## src/rtl/nmr_bstrm_pkg.sv

```systemverilog
// Shared types and constants for the NMR bitstream pulse datapath.
// Latency: n/a (types only).
// Backpressure: n/a (types only).
package nmr_bstrm_pkg;

  localparam int BSTRM_DATA_WIDTH = 24;
  localparam int BSTRM_MUX_WIDTH  = 16;

  // Level driven on OUT whenever no segment is playing.
  localparam logic IDLE_LEVEL = 1'b0;

  // Shortest segment that still covers the controller's RDY-to-START turnaround.
  localparam int MIN_SEG_LEN = 7;

  typedef struct packed {
    logic                        pol;
    logic [3:0]                  sel;
    logic [BSTRM_DATA_WIDTH-1:0] len;
  } bstrm_cmd_t;

  typedef enum logic {
    IDLE = 1'b0,
    RUN  = 1'b1
  } dpath_state_t;

endpackage

```

## src/rtl/nmr_bstrm_seg_cnt.sv

```systemverilog
// Loadable segment down-counter; tc marks the last cycle of a segment.
// Latency: load takes effect on the next edge; tc is combinational from the count.
// Backpressure: none; stops at 0 and only leaves it on a load.
module nmr_bstrm_seg_cnt #(
  parameter int W = 24
) (
  input  logic         CLK,
  input  logic         RST,
  input  logic         load,
  input  logic [W-1:0] len,
  output logic         tc
);

  logic [W-1:0] cnt;

  // Load len-1 (a zero length plays as one cycle), otherwise count down to 0 and hold.
  always_ff @(posedge CLK or posedge RST) begin
    if (RST) begin
      cnt <= '0;
    end else if (load) begin
      cnt <= (len == '0) ? '0 : len - 1'b1;
    end else if (cnt != '0) begin
      cnt <= cnt - 1'b1;
    end
  end

  assign tc = (cnt == '0);

endmodule

```

## src/rtl/nmr_bstrm_pulse_dpath.sv

```systemverilog
// Bitstream pulse datapath: active/shadow command buffer playing segments back-to-back on OUT.
// Latency: OUT shows a segment 1 cycle after it enters the active slot, for max(len,1) cycles.
// Backpressure: DPATH_RDY pulses when the shadow frees up; a START into a full shadow is dropped and flags OVERRUN.
module nmr_bstrm_pulse_dpath
  import nmr_bstrm_pkg::*;
#(
  parameter int DATA_WIDTH = BSTRM_DATA_WIDTH,
  parameter int MUX_WIDTH  = BSTRM_MUX_WIDTH
) (
  input  logic                  CLK,
  input  logic                  RST,
  input  logic                  START,
  input  logic [DATA_WIDTH-1:0] data,
  input  logic                  PLS_POL,
  input  logic [3:0]            mux_sel,
  input  logic [MUX_WIDTH-2:0]  mux_in,
  output logic                  OUT,
  output logic                  DPATH_RDY,
  output logic                  BUSY,
  output logic                  OVERRUN,
  input  logic                  ERR_CLR
);

  dpath_state_t            state;
  bstrm_cmd_t              new_cmd;
  bstrm_cmd_t              shd_cmd;
  logic                    shd_vld;
  logic                    act_pol;
  logic [3:0]              act_sel;
  logic                    out_q;
  logic                    rdy_q;
  logic                    busy_q;
  logic                    ovr_q;
  logic                    tc;
  logic                    seg_end;
  logic                    take_new;
  logic                    take_shd;
  logic                    fill_shd;
  logic                    drop;
  logic                    src_bit;
  logic                    cnt_load;
  logic [DATA_WIDTH-1:0]   cnt_len;

  assign new_cmd = '{pol: PLS_POL, sel: mux_sel, len: data};

  // Decide where an incoming START lands and whether the active slot reloads this cycle.
  always_comb begin
    seg_end  = (state == RUN) && tc;
    take_new = START && ((state == IDLE) || (seg_end && !shd_vld));
    take_shd = seg_end && shd_vld;
    fill_shd = START && (state == RUN) && (shd_vld ? tc : !tc);
    drop     = START && (state == RUN) && shd_vld && !tc;
  end

  assign cnt_load = take_new | take_shd;
  assign cnt_len  = take_shd ? shd_cmd.len : new_cmd.len;

  nmr_bstrm_seg_cnt #(
    .W (DATA_WIDTH)
  ) u_seg_cnt (
    .CLK  (CLK),
    .RST  (RST),
    .load (cnt_load),
    .len  (cnt_len),
    .tc   (tc)
  );

  // Source bit for the active segment; selects outside the mux range fall back to the static level.
  always_comb begin
    src_bit = act_pol;
    if ((act_sel != 4'd0) && (int'(act_sel) < MUX_WIDTH)) begin
      src_bit = mux_in[act_sel - 4'd1] ^ ~act_pol;
    end
  end

  // Playback FSM with command buffer and registered outputs.
  always_ff @(posedge CLK or posedge RST) begin
    if (RST) begin
      state   <= IDLE;
      shd_cmd <= '0;
      shd_vld <= 1'b0;
      act_pol <= 1'b0;
      act_sel <= 4'd0;
      out_q   <= IDLE_LEVEL;
      rdy_q   <= 1'b0;
      busy_q  <= 1'b0;
      ovr_q   <= 1'b0;
    end else begin
      // Shadow refilled in the same cycle it drains stays full, so no RDY then.
      // Suppressing back-to-back pulses keeps RDY a clean single-cycle strobe.
      rdy_q <= (take_new || (take_shd && !START)) && !rdy_q;

      if (drop) begin
        ovr_q <= 1'b1;
      end else if (ERR_CLR) begin
        ovr_q <= 1'b0;
      end

      if (fill_shd) begin
        shd_cmd <= new_cmd;
        shd_vld <= 1'b1;
      end else if (take_shd) begin
        shd_vld <= 1'b0;
      end

      if (take_new) begin
        act_pol <= new_cmd.pol;
        act_sel <= new_cmd.sel;
      end else if (take_shd) begin
        act_pol <= shd_cmd.pol;
        act_sel <= shd_cmd.sel;
      end

      case (state)
        IDLE: begin
          out_q <= IDLE_LEVEL;
          if (START) begin
            state  <= RUN;
            busy_q <= 1'b1;
          end
        end
        RUN: begin
          out_q <= src_bit;
          if (seg_end && !shd_vld && !START) begin
            state  <= IDLE;
            busy_q <= 1'b0;
          end
        end
        default: begin
          state  <= IDLE;
          busy_q <= 1'b0;
        end
      endcase
    end
  end

  assign OUT       = out_q;
  assign DPATH_RDY = rdy_q;
  assign BUSY      = busy_q;
  assign OVERRUN   = ovr_q;

endmodule

```

## config.mk

```make
export PLATFORM = sky130hd
export DESIGN_NAME = nmr_bstrm_pulse_dpath
export DESIGN_NICKNAME = d
export VERILOG_FILES = /design/src/rtl/nmr_bstrm_pkg.sv /design/src/rtl/nmr_bstrm_seg_cnt.sv /design/src/rtl/nmr_bstrm_pulse_dpath.sv
export SDC_FILE = /design/constraint.sdc
export NUM_CORES = 1
export LEC_CHECK = 0
export ABC_AREA = 1
export BUFFER_PORTS_ARGS = -buffer_cell sky130_fd_sc_hd__buf_2
export CORE_ASPECT_RATIO = 0.75
export CORE_MARGIN = 5
export CORE_UTILIZATION = 30
export DETAILED_ROUTE_END_ITERATION = 8
export PLACE_DENSITY = 0.56
export SYNTH_ARGS = -nofsm -noshare
export SYNTH_HDL_FRONTEND = slang
export SYNTH_SLANG_ARGS = --single-unit
```

## constraint.sdc

```tcl
create_clock -name CLK -period 3.71 [get_ports CLK]
set_clock_uncertainty 0.2 [all_clocks]
set_input_delay 0.742 -clock CLK [delete_from_list [all_inputs] [get_ports CLK]]
set_output_delay 0.742 -clock CLK [all_outputs]
set_load 0.05 [all_outputs]
```

==> results.toml, run 1 <==
[setup_path]
cp.required_ns = 3.72
slowest_delay_ns = 0.38
crit_path_start_kind = "flip-flop"
crit_top_cell = "nand2_1"
r2r_end = "u_seg_cnt.cnt[13]"
endpoint_kind = "flip-flop"
critPathMaxFanout = 19
reg2reg_depth = 16
crit_buf_inv = 2
rr_startpoint = "u_seg_cnt.cnt[0]"
cp.arrival_ns = 3.25
crit_family = "simple AND/OR/NAND/NOR gates"
crit_slowest_cell = "dfrtp_1"
crit_type = "reg -> reg"
r2r_setup_slack_ns = 0.46
crit_chain = "inv_1, ha_1, nand3_1, nor2_2, nand3_4, nor2_8, buf_4, nand2_1, nand2_1, nand2_1, nor2_1, nand2_1, nor2_1, nor2_1, o21ai_1, a21oi_1"

[clock_network]
clock-sinks = 64
cts-htree-levels = 3
postCtsHoldBufs = 0
clockBufferDepth = 2
root_buffer = "clkbuf_16"
postCtsSetupBuffers = 0
clk_latency_ns = 0.34
cts_tree = "built"
ctsResizeCount = 0
cts.clk_slew.worst_paths_ns = 0.06
cts_made_buffers = 9

[final_layout]
nets = 761
antenna_cells = 0
multiInputGateArea_mm2 = 0.00254
regArea_mm2 = 0.00160
layout-drive-gt1-share = 0.182
mostFrequentLayoutCell = "nand2_1"
fillerInstances = 1648
layout_common_cells = "nand2_1, nor2_1, inv_1"
final_area_mm2 = 0.00535
syn2layout_area_growth_pct = 17.5

[routing]
drcViolationCount = 0
wire_per_inst_um = 13.4
initialDrtViolationCount = 290
drt_wl_total_um = 12300
viasPerCell = 4.68
drtAntennaViolNets = 0
dr.pass1.iters = 5
vias = 4300

[pwr]
leakage_nw = 2.67
sw_frac_of_total = 0.314
seq_power_share = 0.369
switchingPower_w = 0.000783
p_comb_frac = 0.225
internal_power_w = 0.00171
powerDensity_mw_per_mm2 = 466
clkPwrFrac = 0.405
peakVddDrop_uv = 218

[logic_synthesis]
ys_warn_count = 0
synth_seq_cells = 64
synth-edff-count = 0
yosys.cell_types.count = 44
syn_inst = 659
synth_flop_cell = "dfrtp_1"
synth_nets = 712
syn_avg_cell_area_um2 = 6.91
ys_seq_area_frac = 0.352
async_reset_ff_frac = 1.00
synth.cell_area_mm2 = 0.00455

[floorplan]
rows = 39
die_height_um = 117
placeableCoreArea_mm2 = 0.0151
die_x_um = 152
start_util = 0.302
io_pins = 52
die-area_mm2 = 0.0178

[min_path]
holdPathEnd = "DPATH_RDY"
hold_path.class = "reg -> reg"
hold_depth = 1
hold_path_startpoint = "DPATH_RDY"

[sta]
rsz0062_at_grt = "no"
fin_crit_ns = 3.25
tns_ns = 0
fmax_mhz = 308
worstMarginPinSlew_ns = 0.764
maxSlewViolCount = 0
fin_crit_sh = 0.875
final_hold_viol_count = 0
setup_viol = 0
relSlewSlack = 0.490

[global_route]
grt_overflow = 0
grt_pass1_wl_um = 20800
grt_pass1_vias = 4040
antenna_found_initial = 0
grt_max_degree = 37
grt_util_all_layers = 0.145

[placement]
dpl.hpwl_um = 9530
numPortBuffers = 51
gp_congestion = 0.878
post_dp_cell_area_mm2 = 0.00500

[job]
maxCapViolCount = 0

[status]
status = "finished, final reports clean"
## flip-flops by register name, indices dropped and copies added, names as in the netlist
name,flops
shd_vld,1
BUSY,1
u_seg_cnt.cnt,24
OVERRUN,1
OUT,1
DPATH_RDY,1
act_pol,1
state,1
shd_cmd,29
act_sel,4
## logic make-up after synthesis
| logic type | Yosys count | synth area share |
|---|---|---|
| buffers and inverters | 95 | 0.0913 |
| AO/OA/AOI/OAI | 98 | 0.122 |
| multiplexers | 13 | 0.0319 |
| AND/OR/NAND/NOR | 372 | 0.366 |
| flip-flops | 64 | 0.352 |
| XOR/XNOR | 12 | 0.0231 |
| adder cells (fa/ha/maj) | 5 | 0.0137 |
## per-layer routing
metal | global-route usage | vias up | wire length (um)
li1 | - | 2209 | -
met1 | 0.215 | 1992 | 6500
met2 | 0.213 | 89 | 5050
met3 | 0.0363 | 10 | 612
met4 | 0.0329 | 0 | 128
met5 | 0 | - | 0
## worst max path at each step
stage | startpoint | endpoint | slack, ns | depth (start not counted)
after detailed placement | u_seg_cnt.cnt[0] | u_seg_cnt.cnt[14] | 0.45 | 17
after CTS | u_seg_cnt.cnt[0] | u_seg_cnt.cnt[14] | 0.44 | 17
final | u_seg_cnt.cnt[0] | u_seg_cnt.cnt[13] | 0.46 | 16
after global routing | u_seg_cnt.cnt[0] | u_seg_cnt.cnt[8] | 0.13 | 17
after global placement | u_seg_cnt.cnt[0] | u_seg_cnt.cnt[13] | 0.51 | 16
after floorplan | u_seg_cnt.cnt[0] | u_seg_cnt.cnt[20] | 1.11 | 21
## stage by stage
stage | power, W | setup slack [ns] | hold slack [ns] | util | instances
final | 0.00249 | 0.463 | 0.216 | 0.355 | 918
after CTS | 0.00251 | 0.438 | 0.223 | 0.355 | 918
after floorplan | 0.00135 | 1.11 | 0.253 | - | 659
after global placement | 0.00149 | 0.510 | 0.212 | 0.331 | 902
after detailed placement | 0.00149 | 0.452 | 0.215 | 0.331 | 902
after global routing | 0.00264 | 0.134 | 0.234 | 0.355 | 918
## cells in the mapped netlist, drive strengths merged, types with 5 or more instances
cell type,n,area [um2]
nand4,6,52.6
a21oi,42,218
clkbuf,7,26.3
ha,5,62.6
nand3,42,228
xor2,7,61.3
nand2,216,841
mux2,12,135
nor3,7,35.0
xnor2,5,43.8
inv,75,282
dfrtp,64,1600
buf,12,104
o21ai,43,234
nor2,97,482
## worst reg2reg max path: stages, from the launching register on
cell and delay (ns):
dfrtp_1 0.38, inv_1 0.13, ha_1 0.19, nand3_1 0.09, nor2_2 0.18, nand3_4 0.16
nor2_8 0.29, buf_4 0.27, nand2_1 0.07, nand2_1 0.11, nand2_1 0.06, nor2_1 0.22
nand2_1 0.16, nor2_1 0.25, nor2_1 0.10, o21ai_1 0.17, a21oi_1 0.08
## final cells by class
type                            count  area share
Sequential cell                    64       0.299
Tap cell                          205      0.0479
Timing Repair Buffer               57      0.0585
Clock buffer                       10      0.0447
Multi-Input combinational cell    500       0.475
Clock inverter                      6      0.0215
Inverter                           76      0.0533
## power groups by stage
stage	sequential, W	combinational, W	clock (W)
2_1_floorplan	0.000929	0.000422	0
3_3_place_gp	0.000930	0.000562	0
3_5_place_dp	0.000931	0.000558	0
4_1_cts	0.000919	0.000563	0.00103
5_1_grt	0.000939	0.000644	0.00106
6_report	0.000921	0.000562	0.00101
No activity file was read; power rests on OpenSTA's default activity.
==> run 2: changes to the inputs <==
CELL_PAD_IN_SITES_DETAIL_PLACEMENT = 0   (was unset)
CELL_PAD_IN_SITES_GLOBAL_PLACEMENT = 1   (was unset)
CORE_ASPECT_RATIO = unset   (was 0.75)
PLACE_DENSITY = 0.69   (was 0.56)
==> results.toml, run 2 (synthesis gave the netlist of run 1 again) <==
[status]
status = "finished, final reports clean"

[floorplan]
start_util = 0.303
io_pins = 52
die-area_mm2 = 0.0177
placeableCoreArea_mm2 = 0.0150
rows = 45
die_x_um = 133
die_height_um = 133

[clock_network]
cts_tree = "built"
cts-htree-levels = 3
root_buffer = "clkbuf_16"
cts.clk_slew.worst_paths_ns = 0.06
clockBufferDepth = 2
cts_made_buffers = 9
clk_latency_ns = 0.34
postCtsHoldBufs = 0
postCtsSetupBuffers = 0
ctsResizeCount = 0
clock-sinks = 64

[final_layout]
reg_top3 = "shd_cmd: 29 flops, u_seg_cnt.cnt: 24 flops, act_sel: 4 flops"
syn2layout_area_growth_pct = 16.4
mostFrequentLayoutCell = "nand2_1"
fillerInstances = 1612
layout_common_cells = "nand2_1, nor2_1, inv_1"
nets = 763
antenna_cells = 0
largest_reg_flops = 29
top_register = "shd_cmd"
layout-drive-gt1-share = 0.182

[min_path]
hold_path.class = "reg -> reg"
hold_depth = 1

[setup_path]
critPathMaxFanout = 24
endpoint = "u_seg_cnt.cnt[23]"
startpoint = "u_seg_cnt.cnt[0]"
cp.arrival_ns = 3.31
crit_type = "reg -> reg"
rr_startpoint = "u_seg_cnt.cnt[0]"
r2r_end = "u_seg_cnt.cnt[23]"
cp.required_ns = 3.77
endpoint_kind = "flip-flop"
r2r_setup_slack_ns = 0.46
reg2reg_depth = 17
crit_path_start_kind = "flip-flop"

[placement]
gp_congestion = 0.840
pre_cts_ws_ns = 0.502
numPortBuffers = 51
dpl.hpwl_um = 9760

[routing]
initialDrtViolationCount = 215
viasPerCell = 4.71
dr.pass1.iters = 6
wire_per_inst_um = 13.9
drtAntennaViolNets = 0
vias = 4248
drt_wl_total_um = 12600
drcViolationCount = 0

[sta]
rsz0062_at_grt = "no"
worstMarginPinSlew_ns = 0.551
final_hold_viol_count = 0
relSlewSlack = 0.632
fmax_mhz = 308
fin_crit_sh = 0.876
maxSlewViolCount = 0
setup_slack_ns = 0.459
tns_ns = 0
fin_crit_ns = 3.25
setup_viol = 0

[global_route]
grt_util_all_layers = 0.148
antenna_found_initial = 0
grt_overflow = 0
grt_max_degree = 65
grt_pass1_vias = 4263
grt_pass1_wl_um = 21000

[job]
maxCapViolCount = 0

[pwr]
powerDensity_mw_per_mm2 = 446
leakage_nw = 2.65
peakVddDrop_uv = 254
-- run 2: changes by cell type in the layout (fill, tap and decap cells not counted) --
cell,previous run,this run
bufinv_16,3,1
clkbuf_1,0,1
inv_6,1,0
clkbuf_8,1,3
buf_4,5,7
clkinv_4,1,0
-- run 2: cell type report --
cell class	count	area (um2)	share of cell area
Inverter	76	285	0.0538
Clock buffer	13	270	0.0510
Clock inverter	2	37.5	0.00709
Tap cell	188	235	0.0444
Timing Repair Buffer	59	328	0.0619
Sequential cell	64	1600	0.302
Multi-Input combinational cell	500	2540	0.479
-- run 2: critical path: stages (launching register included) --
cell and delay (ns):
dfrtp_1 0.37, inv_1 0.15, ha_1 0.19, nand3_1 0.12, nor2_4 0.15, nand4_4 0.38
buf_4 0.34, nand2_1 0.06, nand2_1 0.10, nand2_1 0.11, inv_1 0.06, nand2_1 0.07
nor2_2 0.05, nand3_2 0.06, nand2_2 0.06, inv_2 0.30, nand3_1 0.22, a21oi_1 0.17
-- run 2: worst min-delay path by stage --
| stage | startpoint | endpoint | slack (ns) |
|---|---|---|---|
| after floorplan | shd_cmd[12] | shd_cmd[12] | 0.25 |
| after global placement | DPATH_RDY | DPATH_RDY | 0.21 |
| after detailed placement | DPATH_RDY | DPATH_RDY | 0.22 |
| after CTS | DPATH_RDY | DPATH_RDY | 0.23 |
| after global routing | DPATH_RDY | DPATH_RDY | 0.23 |
| final | DPATH_RDY | DPATH_RDY | 0.22 |
-- run 2: stage by stage --
stage               total power (W)  hold slack (ns)  cell area [um2]  instances  utilization
floorplan                   0.00135            0.253             4550        659            -
global placement            0.00149            0.212             4990        887        0.332
detailed placement          0.00150            0.220             4990        887        0.332
CTS                         0.00240            0.229             5300        902        0.352
global route                0.00252            0.234             5300        902        0.352
finish                      0.00236            0.223             5300        902        0.352
-- run 2: metal layers --
metal	up-vias	global-route usage	share of wire
li1	2209	-	-
met1	1944	0.194	0.48
met2	79	0.241	0.47
met3	16	0.0329	0.034
met4	0	0.0480	0.015
met5	-	0	0
-- run 2: report_power, final --
part / leakage (nW) / total (W) / internal [W] / switching (W)
clock network: 0.148 / 0.000876 / 0.000571 / 0.000305
logic: 1.71 / 0.000563 / 0.000224 / 0.000339
registers: 0.796 / 0.000924 / 0.000809 / 0.000116
==> run 3: changes to the inputs <==
SLEW_MARGIN = 20   (was unset)
clock period = 3 ns   (was 3.71 ns; I/O delays follow)
==> results.toml, run 3 (synthesis gave the netlist of run 1 again) <==
[final_layout]
reg_top3 = "shd_cmd: 29 flops, u_seg_cnt.cnt: 24 flops, act_sel: 4 flops"
top_register = "shd_cmd"
largest_reg_flops = 29
utilization = 0.378
syn2layout_area_growth_pct = 25.0
nets = 799
mostFrequentLayoutCell = "nand2_1"
antenna_cells = 0
layout_common_cells = "nand2_1, nor2_1, inv_1"
final_area_mm2 = 0.00569
layout-drive-gt1-share = 0.239

[routing]
met1Wirelength_um = 6200
dr.max_layer_used = "met4"
routed-wl-met2_um = 6220
vias = 4343
drcViolationCount = 0
drt_wl_total_um = 13200
wl_met3_um = 498
viasPerCell = 4.63
drtAntennaViolNets = 0
wire_per_inst_um = 14.0
initialDrtViolationCount = 219
dr.pass1.iters = 4

[floorplan]
io_pins = 52
rows = 45
die-area_mm2 = 0.0177
die_x_um = 133
start_util = 0.303
placeableCoreArea_mm2 = 0.0150
die_height_um = 133

[clock_network]
clockBufferDepth = 2
clk_latency_ns = 0.34
postCtsHoldBufs = 0
cts.clk_slew.worst_paths_ns = 0.06
root_buffer = "clkbuf_16"
cts_made_buffers = 9
cts-htree-levels = 3
clock-sinks = 64
cts_tree = "built"

[global_route]
grt_pass1_wl_um = 21000
grt_overflow = 0
antenna_found_initial = 0
grt_pass1_vias = 4226
grt_max_degree = 34
grt_util_all_layers = 0.150

[pwr]
leakage_nw = 2.85
peakVddDrop_uv = 255
powerDensity_mw_per_mm2 = 531

[setup_path]
crit_path_start_kind = "flip-flop"
reg2reg_depth = 19
endpoint_kind = "flip-flop"
crit_type = "reg -> reg"
cp.required_ns = 3.06
critPathMaxFanout = 22
cp.arrival_ns = 2.87

[job]
maxCapViolCount = 0

[sta]
worstMarginPinSlew_ns = 0.794
relSlewSlack = 0.470
maxSlewViolCount = 0
fin_crit_ns = 2.81
fin_crit_sh = 0.936
tns_ns = 0
final_hold_viol_count = 0
whs_ns = 0.213
setup_viol = 0
fmax_mhz = 356
setup_slack_ns = 0.192

[status]
status = "finished, final reports clean"

[min_path]
hold_path.class = "in -> async"

[placement]
pre_cts_ws_ns = -0.0331
post_dp_cell_area_mm2 = 0.00526
dpl.hpwl_um = 10300
gp_congestion = 0.858
numPortBuffers = 51
[run 3: changes by cell type in the layout (fill, tap and decap cells not counted), sizes merged]
| cell | delta |
|---|---|
| buf | +34 |
| clkinv | +2 |
| bufinv | +1 |
| clkbuf | -1 |
[run 3: timing repair]
action                     in CTS  in global routing
setup buffers                   0                  2
resized for setup               1                 16
gates cloned                    0                  2
pin swaps                       0                  4
setup endpoints to repair       3                 23
[run 3: power breakdown]
| part | internal, W | switching (W) |
|---|---|---|
| clock | 0.000745 | 0.000394 |
| sequential | 0.00100 | 0.000131 |
| combinational | 0.000314 | 0.000437 |
| total | 0.00206 | 0.000963 |
[run 3: worst paths after layout]
path / end / start / slack [ns]
min in group CLK: DPATH_RDY / DPATH_RDY / 0.22
worst min-delay path: u_seg_cnt.cnt[23] / RST / 0.21
worst max register to register: u_seg_cnt.cnt[21] / u_seg_cnt.cnt[0] / 0.19
worst min register to register: DPATH_RDY / DPATH_RDY / 0.22
max in group asynchronous: shd_cmd[6] / RST / 1.74
worst max-delay path: u_seg_cnt.cnt[21] / u_seg_cnt.cnt[0] / 0.19
[run 3: metal layers]
layer  track usage  up-vias
met5             0        -
met4        0.0520        0
met3        0.0385       19
met2         0.247       66
met1         0.192     1987
li1              -     2271
[run 3: metrics by stage]
step / cells / power, W
after floorplan: 659 / 0.00167
after global placement: 919 / 0.00188
after detailed placement: 919 / 0.00188
after CTS: 934 / 0.00305
after global routing: 938 / 0.00321
final: 938 / 0.00302
[run 3: critical path, cell delays in order (launching register included)]
cell	delay (ns)
dfrtp_1	0.38
inv_2	0.09
ha_1	0.18
nand3_1	0.12
nor2_4	0.13
nand3_4	0.12
nor2_8	0.20
nand2_1	0.07
nand2_1	0.10
inv_2	0.05
ha_1	0.18
inv_1	0.05
nor2_1	0.04
nand2_1	0.08
nor2_2	0.05
nand3_2	0.08
nand2_2	0.08
inv_6	0.17
nand3_1	0.18
a21oi_1	0.17
[run 3: layout make-up]
cell class / count / area (um2)
Fill cell: 1602 / 9340
Multi-Input combinational cell: 500 / 2580
Sequential cell: 64 / 1600
Timing Repair Buffer: 95 / 658
Inverter: 76 / 290
Clock buffer: 10 / 239
Tap cell: 188 / 235
Clock inverter: 5 / 81.3
